==> src/rtl/user_pkg.sv <==
// Shared types and constants for the user-domain audio filter scheduling slice.
package user_pkg;

   localparam int unsigned AuNumChan      = 2;
   localparam int unsigned AuSampleWidth  = 32;
   localparam int unsigned AuChanIdxWidth = (AuNumChan > 1) ? $clog2(AuNumChan) : 1;

   typedef logic [AuSampleWidth-1:0]  au_sample_t;
   typedef logic [AuChanIdxWidth-1:0] au_chan_idx_t;

   // Issue FSM: wait for a winner, then hold the captured sample until the filter takes it
   typedef enum logic {
      ArbIdle  = 1'b0,
      ArbIssue = 1'b1
   } au_arb_state_e;

endpackage

==> src/rtl/user_au_tag_fifo.sv <==
// In-order FIFO of channel indices recording which channel owns each sample inside the filter.
module user_au_tag_fifo
   import user_pkg::*;
#(
   parameter int unsigned Depth = 4,
   parameter int unsigned Width = AuChanIdxWidth,
   localparam int unsigned CntW = $clog2(Depth + 1)
) (
   input  logic             clk_i,
   input  logic             rst_i,
   input  logic             push_i,
   input  logic [Width-1:0] push_data_i,
   input  logic             pop_i,
   output logic [Width-1:0] head_o,
   output logic             full_o,
   output logic             empty_o,
   output logic [CntW-1:0]  usage_o
);

   localparam int unsigned PtrW = (Depth > 1) ? $clog2(Depth) : 1;

   logic [Width-1:0] mem_q [Depth];
   logic [PtrW-1:0]  wr_ptr_q;
   logic [PtrW-1:0]  rd_ptr_q;
   logic [CntW-1:0]  cnt_q;
   logic             do_push_c;
   logic             do_pop_c;

   function automatic logic [PtrW-1:0] ptr_inc(input logic [PtrW-1:0] p);
      return (p == PtrW'(Depth - 1)) ? '0 : p + PtrW'(1);
   endfunction

   assign full_o    = (cnt_q == CntW'(Depth));
   assign empty_o   = (cnt_q == '0);
   assign usage_o   = cnt_q;
   assign head_o    = mem_q[rd_ptr_q];

   // A pop frees the slot a same-cycle push needs when full; a pop on empty is ignored
   assign do_pop_c  = pop_i & ~empty_o;
   assign do_push_c = push_i & (~full_o | pop_i);

   always_ff @(posedge clk_i) begin
      if (rst_i) begin
         wr_ptr_q <= '0;
         rd_ptr_q <= '0;
         cnt_q    <= '0;
      end else begin
         if (do_push_c) wr_ptr_q <= ptr_inc(wr_ptr_q);
         if (do_pop_c)  rd_ptr_q <= ptr_inc(rd_ptr_q);
         case ({do_push_c, do_pop_c})
            2'b10:   cnt_q <= cnt_q + CntW'(1);
            2'b01:   cnt_q <= cnt_q - CntW'(1);
            default: cnt_q <= cnt_q;
         endcase
      end
   end

   always_ff @(posedge clk_i) begin
      if (do_push_c) mem_q[wr_ptr_q] <= push_data_i;
   end

endmodule

==> src/rtl/user_au_chan_arb.sv <==
// Round-robin scheduler sharing one in-order audio filter between several sample streams,
// tagging each issued sample and steering each filtered result back to its channel.
module user_au_chan_arb
   import user_pkg::*;
#(
   parameter int unsigned NumChan     = AuNumChan,
   parameter int unsigned DataWidth   = AuSampleWidth,
   parameter int unsigned MaxInFlight = 4,
   localparam int unsigned CntW       = $clog2(MaxInFlight + 1)
) (
   input  logic                              clk_i,
   input  logic                              rst_i,
   input  logic [NumChan-1:0]                chan_en_i,
   input  logic [NumChan-1:0][DataWidth-1:0] ch_data_i,
   input  logic [NumChan-1:0]                ch_valid_i,
   output logic [NumChan-1:0]                ch_ready_o,
   output logic [DataWidth-1:0]              flt_data_o,
   output logic                              flt_valid_o,
   input  logic                              flt_ready_i,
   input  logic [DataWidth-1:0]              flt_data_i,
   input  logic                              flt_valid_i,
   output logic                              flt_ready_o,
   output logic [NumChan-1:0][DataWidth-1:0] out_data_o,
   output logic [NumChan-1:0]                out_valid_o,
   input  logic [NumChan-1:0]                out_ready_i,
   output logic [CntW-1:0]                   inflight_o,
   output logic                              err_o
);

   localparam int unsigned IdxW = (NumChan > 1) ? $clog2(NumChan) : 1;

   typedef logic [IdxW-1:0] idx_t;

   au_arb_state_e        state_q, state_d;
   idx_t                 rr_ptr_q, rr_ptr_d;
   idx_t                 gnt_idx_q, gnt_idx_d;
   logic [DataWidth-1:0] data_q, data_d;
   logic                 err_q;

   logic [NumChan-1:0]   cand_c;
   logic                 pick_found_c;
   idx_t                 pick_idx_c;
   logic                 push_c;
   logic                 pop_c;
   logic                 spur_c;

   idx_t                 fifo_head;
   logic                 fifo_full;
   logic                 fifo_empty;
   logic [CntW-1:0]      fifo_usage;

   // First requesting channel at or after ptr, wrapping; MSB of the result flags a hit
   function automatic logic [IdxW:0] rr_pick(input logic [NumChan-1:0] cand, input idx_t ptr);
      logic        found;
      idx_t        idx;
      logic [31:0] pos;
      found = 1'b0;
      idx   = '0;
      for (int unsigned k = 0; k < NumChan; k++) begin
         pos = (32'(ptr) + 32'(k)) % 32'(NumChan);
         if (!found && cand[pos]) begin
            found = 1'b1;
            idx   = IdxW'(pos);
         end
      end
      return {found, idx};
   endfunction

   assign cand_c                     = ch_valid_i & chan_en_i;
   assign {pick_found_c, pick_idx_c} = rr_pick(cand_c, rr_ptr_q);

   // Samples held in the output register count as in flight alongside queued tags
   assign inflight_o  = fifo_usage + CntW'(state_q == ArbIssue);
   assign flt_valid_o = (state_q == ArbIssue);
   assign flt_data_o  = data_q;
   assign err_o       = err_q;

   always_comb begin
      state_d    = state_q;
      rr_ptr_d   = rr_ptr_q;
      gnt_idx_d  = gnt_idx_q;
      data_d     = data_q;
      ch_ready_o = '0;
      push_c     = 1'b0;
      case (state_q)
         ArbIdle: begin
            if (pick_found_c && (inflight_o < CntW'(MaxInFlight)) && !fifo_full) begin
               ch_ready_o[pick_idx_c] = 1'b1;
               data_d                 = ch_data_i[pick_idx_c];
               gnt_idx_d              = pick_idx_c;
               state_d                = ArbIssue;
            end
         end
         ArbIssue: begin
            if (flt_ready_i) begin
               push_c   = 1'b1;
               rr_ptr_d = (gnt_idx_q == IdxW'(NumChan - 1)) ? '0 : gnt_idx_q + IdxW'(1);
               state_d  = ArbIdle;
            end
         end
         default: state_d = ArbIdle;
      endcase
   end

   always_ff @(posedge clk_i) begin
      if (rst_i) begin
         state_q   <= ArbIdle;
         rr_ptr_q  <= '0;
         gnt_idx_q <= '0;
         data_q    <= '0;
         err_q     <= 1'b0;
      end else begin
         state_q   <= state_d;
         rr_ptr_q  <= rr_ptr_d;
         gnt_idx_q <= gnt_idx_d;
         data_q    <= data_d;
         err_q     <= err_q | spur_c;
      end
   end

   // Return path: the head tag picks the lane; an empty queue swallows stray results
   assign spur_c      = flt_valid_i & fifo_empty;
   assign flt_ready_o = fifo_empty ? 1'b1 : out_ready_i[fifo_head];
   assign pop_c       = flt_valid_i & ~fifo_empty & out_ready_i[fifo_head];
   assign out_data_o  = {NumChan{flt_data_i}};

   always_comb begin
      out_valid_o            = '0;
      out_valid_o[fifo_head] = flt_valid_i & ~fifo_empty;
   end

   user_au_tag_fifo #(
      .Depth (MaxInFlight),
      .Width (IdxW)
   ) u_tag_fifo (
      .clk_i       (clk_i),
      .rst_i       (rst_i),
      .push_i      (push_c),
      .push_data_i (gnt_idx_q),
      .pop_i       (pop_c),
      .head_o      (fifo_head),
      .full_o      (fifo_full),
      .empty_o     (fifo_empty),
      .usage_o     (fifo_usage)
   );

endmodule

==> config.mk <==
export PLATFORM = sky130hd
export DESIGN_NAME = user_au_chan_arb
export DESIGN_NICKNAME = d
export VERILOG_FILES = /design/src/rtl/user_pkg.sv /design/src/rtl/user_au_tag_fifo.sv /design/src/rtl/user_au_chan_arb.sv
export SDC_FILE = /design/constraint.sdc
export NUM_CORES = 1
export LEC_CHECK = 0
export CORE_MARGIN = 4
export CORE_UTILIZATION = 35
export DETAILED_ROUTE_END_ITERATION = 7
export DONT_BUFFER_PORTS = 1
export MAX_ROUTING_LAYER = met4
export SKIP_CTS_REPAIR_TIMING = 1
export SYNTH_ARGS = -nofsm -noshare
export SYNTH_HDL_FRONTEND = slang
export SYNTH_HIERARCHICAL = 1
export SYNTH_SLANG_ARGS = --single-unit
export TNS_END_PERCENT = 1
==> constraint.sdc <==
create_clock -name clk_i -period 3.2 [get_ports clk_i]
set_input_delay 0.96 -clock clk_i [delete_from_list [all_inputs] [get_ports clk_i]]
set_output_delay 0.96 -clock clk_i [all_outputs]
set_load 0.01 [all_outputs]
==> qor.tcl <==
set qor(grtUsageMet2_pct) 30.5
set qor(wire_length_of_the_first_global_routing_pass_mm) 14.3
set qor(cts_max_path_buffers) 2
set qor(number_of_synthesized_flops_with_an_enable_pin) 4
set qor(timing.max_slew.rel_slack_pct) 63.8
set qor(die_y_um) 104
set qor(fillCellCount) 944
set qor(io-pin-count) 212
set qor(mappedNetlistArea_um2) 3200
set qor(n_antenna_cell) 0
set qor(antenna_found_initial) 0
set qor(worstSkewPairLatency_ns) 0.30
set qor(growth_of_design_area_from_synthesis_to_finish_pct) -9.54
set qor(clk_pin_slew_ns) 0.09
set qor(vias) 2364
set qor(synth_top_area_cell) {dfxtp_1}
set qor(tritoncts) {built}
set qor(clock_sinks) 49
set qor(hold_viol_final) 0
set qor(critPathLaunchType) {flip-flop}
set qor(finalHoldWorstSlack_ns) 0.507
set qor(grt_most_used_layer) {met2}
set qor(timing.critical_path.to_type) {flip-flop}
set qor(yosysWarningCount) 6
set qor(tns_ns) 0
set qor(cts-htree-levels) 2
set qor(placedCellCount) 371
set qor(synth_nets) 464
set qor(floorplan.initialDensity_pct) 36.3
set qor(globalRouteTotalUtil_pct) 17.0
set qor(floorplan.rows) 34
set qor(timing_worst_slew_pin_value_ns) 0.538
set qor(critPathMaxFanout) 3
set qor(post_drt_wl_per_cell_um) 23.9
set qor(vias_per_cell) 6.24
set qor(drt_iter0_drc) 139
set qor(synth_async_sr_flop_share_pct) 0
set qor(post-synth-top-area-fraction_pct) 28.1
set qor(detail_route.wirelength_mm) 9.04
set qor(vdd_ir_drop_max_v) 0.000170
set qor(worst_ep_required_ns) 3.44
set qor(ys.flop_type) {dfxtp_1}
set qor(grt-ovfl-total) 0
set qor(nets) 386
set qor(gpl_congestion) 0.773
set qor(post-route-drc-count) 0
set qor(layout_worst_path_cycle_share_pct) 98.9
set qor(synth_area_leaders) {dfxtp_1 28%, buf_4 15%, a311oi_2 14%}
set qor(yosys.cell_types.count) 38
set qor(critical_path_class) {flip-flop to flip-flop}
set qor(stdcell_count) 379
set qor(min_path_type) {flip-flop to flip-flop}
set qor(power.density_cell_area_nw_per_um2) 454
set qor(cts-root-buf) {clkbuf_8}
set qor(antenna_violating_nets_post_route) 0
set qor(achievable-frequency_mhz) 316
set qor(fraction_of_final_layout_cells_with_drive_strength_greater_than_1_pct) 23.2
set qor(overall_die_width_um) 104
set qor(setup_viol) 0
set qor(postSynthRegisterBits) 49
set qor(timing_max_transition_violations_final) 0
set qor(use_met1_pct) 18.0
set qor(status) {finished, final reports clean}
set qor(synthesis.instances) 349
set qor(io_buffer_count) 0
set qor(detailedPlacementHpwl_mm) 6.28
set qor(timing.final.crit_period_ns) 3.17
set qor(drt-pass1-iter-count) 4
set qor(drv.max_cap_violation_count) 0
set qor(power_leakage_uw) 0.000948
set qor(numCtsBuffers) 5
set qor(grt_setup_unrepaired) {true}
set qor(via_count_of_the_first_global_routing_pass) 2431
set qor(yosysSeqAreaShare_pct) 31.9
set qor(post_synth.cell_area_avg_um2) 9.17
set qor(design.die.area_um2) 10700
set qor(fp.coreArea_um2) 8810
set qor(pin_count_of_the_biggest_net_entering_global_routing) 47
set qor(grt_util_met3_pct) 5.53
set qor(final.setup_skew_ns) 0.00798
set qor(cp.arrival_ns) 3.40
[report_power, final]
part	total, uW	internal, uW	switching, uW	leakage (uW)
Clock	350	149	201	0.0000410
Combinational	243	96.7	146	0.000498
Sequential	722	664	57.5	0.000410
[per-stage QoR]
step,area [um2],setup slack (ns),power [uW],util [%]
after floorplan,3200,0.0575,1020,-
after global placement,2800,0.0487,970,31.8
after detailed placement,2800,-0.0177,981,31.8
after CTS,2880,0.0139,1340,32.7
after global routing,2900,-0.128,1390,32.9
final,2900,0.0342,1320,32.9
[cell usage after synthesis, types with 7 or more instances]
cell type and instances:
a31oi_1 32, o21ai_0 33, nand3_1 34, ha_1 8, clkbuf_1 25, inv_1 9
buf_4 64, nor2_1 9, a21oi_1 7, a311oi_2 30, dfxtp_1 45
[worst paths after layout]
path,start,endpoint,slack [ns],cells after the start
max,u_tag_fifo/mem_q[3]$_DFFE_PP_,u_tag_fifo/usage_o[2]$_SDFFE_PP0P_,0.03,12
min,u_tag_fifo/rd_ptr_q[0]$_SDFFE_PP0P_,flip-flop,0.51,2
max reg2reg,u_tag_fifo/mem_q[3]$_DFFE_PP_,u_tag_fifo/usage_o[2]$_SDFFE_PP0P_,0.03,12
min reg2reg,u_tag_fifo/rd_ptr_q[0]$_SDFFE_PP0P_,flip-flop,0.51,2
[cells in the final DEF (no fill, tap or decap), drive strengths merged]
master / count
nand3: 34
buf: 12
nor2: 9
a22o: 1
mux2i: 2
mux2: 1
and3: 6
mux4: 1
inv: 9
nor3: 4
edfxtp: 4
nand2b: 5
clkinv: 1
a311oi: 32
clkbuf: 6
or4b: 1
a21oi: 7
nand3b: 1
ha: 8
dfxtp: 45
and2: 3
or3: 2
and3b: 1
xnor2: 1
nand4b: 1
xor2: 2
nor2b: 1
o21ai: 33
o31ai: 3
nand2: 2
fa: 1
a31oi: 32
[sequential cells by signal, summed over array words and instances (netlist names), named ones only]
name                 count
flt_data_o              32
u_tag_fifo/mem_q         4
u_tag_fifo/usage_o       3
u_tag_fifo/rd_ptr_q      2
u_tag_fifo/wr_ptr_q      2
err_o                    1
flt_valid_o              1
gnt_idx_q                1
rr_ptr_q                 1
[metal layers]
layer  wire (um)  vias to the layer above
li1            -                     1064
met1        3330                     1151
met2        4720                      134
met3         794                       15
met4         197                        0
met5           0                        -
[worst max-delay path: stages, from the launching register on]
cell      delay, ns
edfxtp_1       0.38
mux4_2         0.52
mux2i_1        0.21
nor2_1         0.09
or4b_4         0.49
and2_4         0.17
inv_1          0.05
ha_2           0.18
inv_1          0.05
fa_2           0.33
xor2_1         0.15
or3_1          0.36
a21oi_2        0.13
[area by class of cell]
type / instances / area [um2] / area share, %
multi-input combinational: 194 / 1530 / 52.7
timing repair buffer: 12 / 103 / 3.54
clock buffer: 6 / 72.6 / 2.51
clock inverter: 1 / 5.00 / 0.173
sequential: 49 / 1020 / 35.3
tap: 108 / 135 / 4.67
inverter: 9 / 33.8 / 1.17
[logic make-up (layout without fill, tap and decap cells)]
family                   Yosys count  in the layout  synth area share (%)
flip-flops                        49             49                  31.9
XOR/XNOR                           3              3                  1.06
multiplexers                       4              4                  1.68
AO/OA/AOI/OAI                    108            108                  28.4
buffers and inverters            106             28                  21.2
adder cells (fa/ha/maj)            9              9                  3.75
AND/OR/NAND/NOR                   70             70                  12.0
Power figures use the tool's default switching activity.
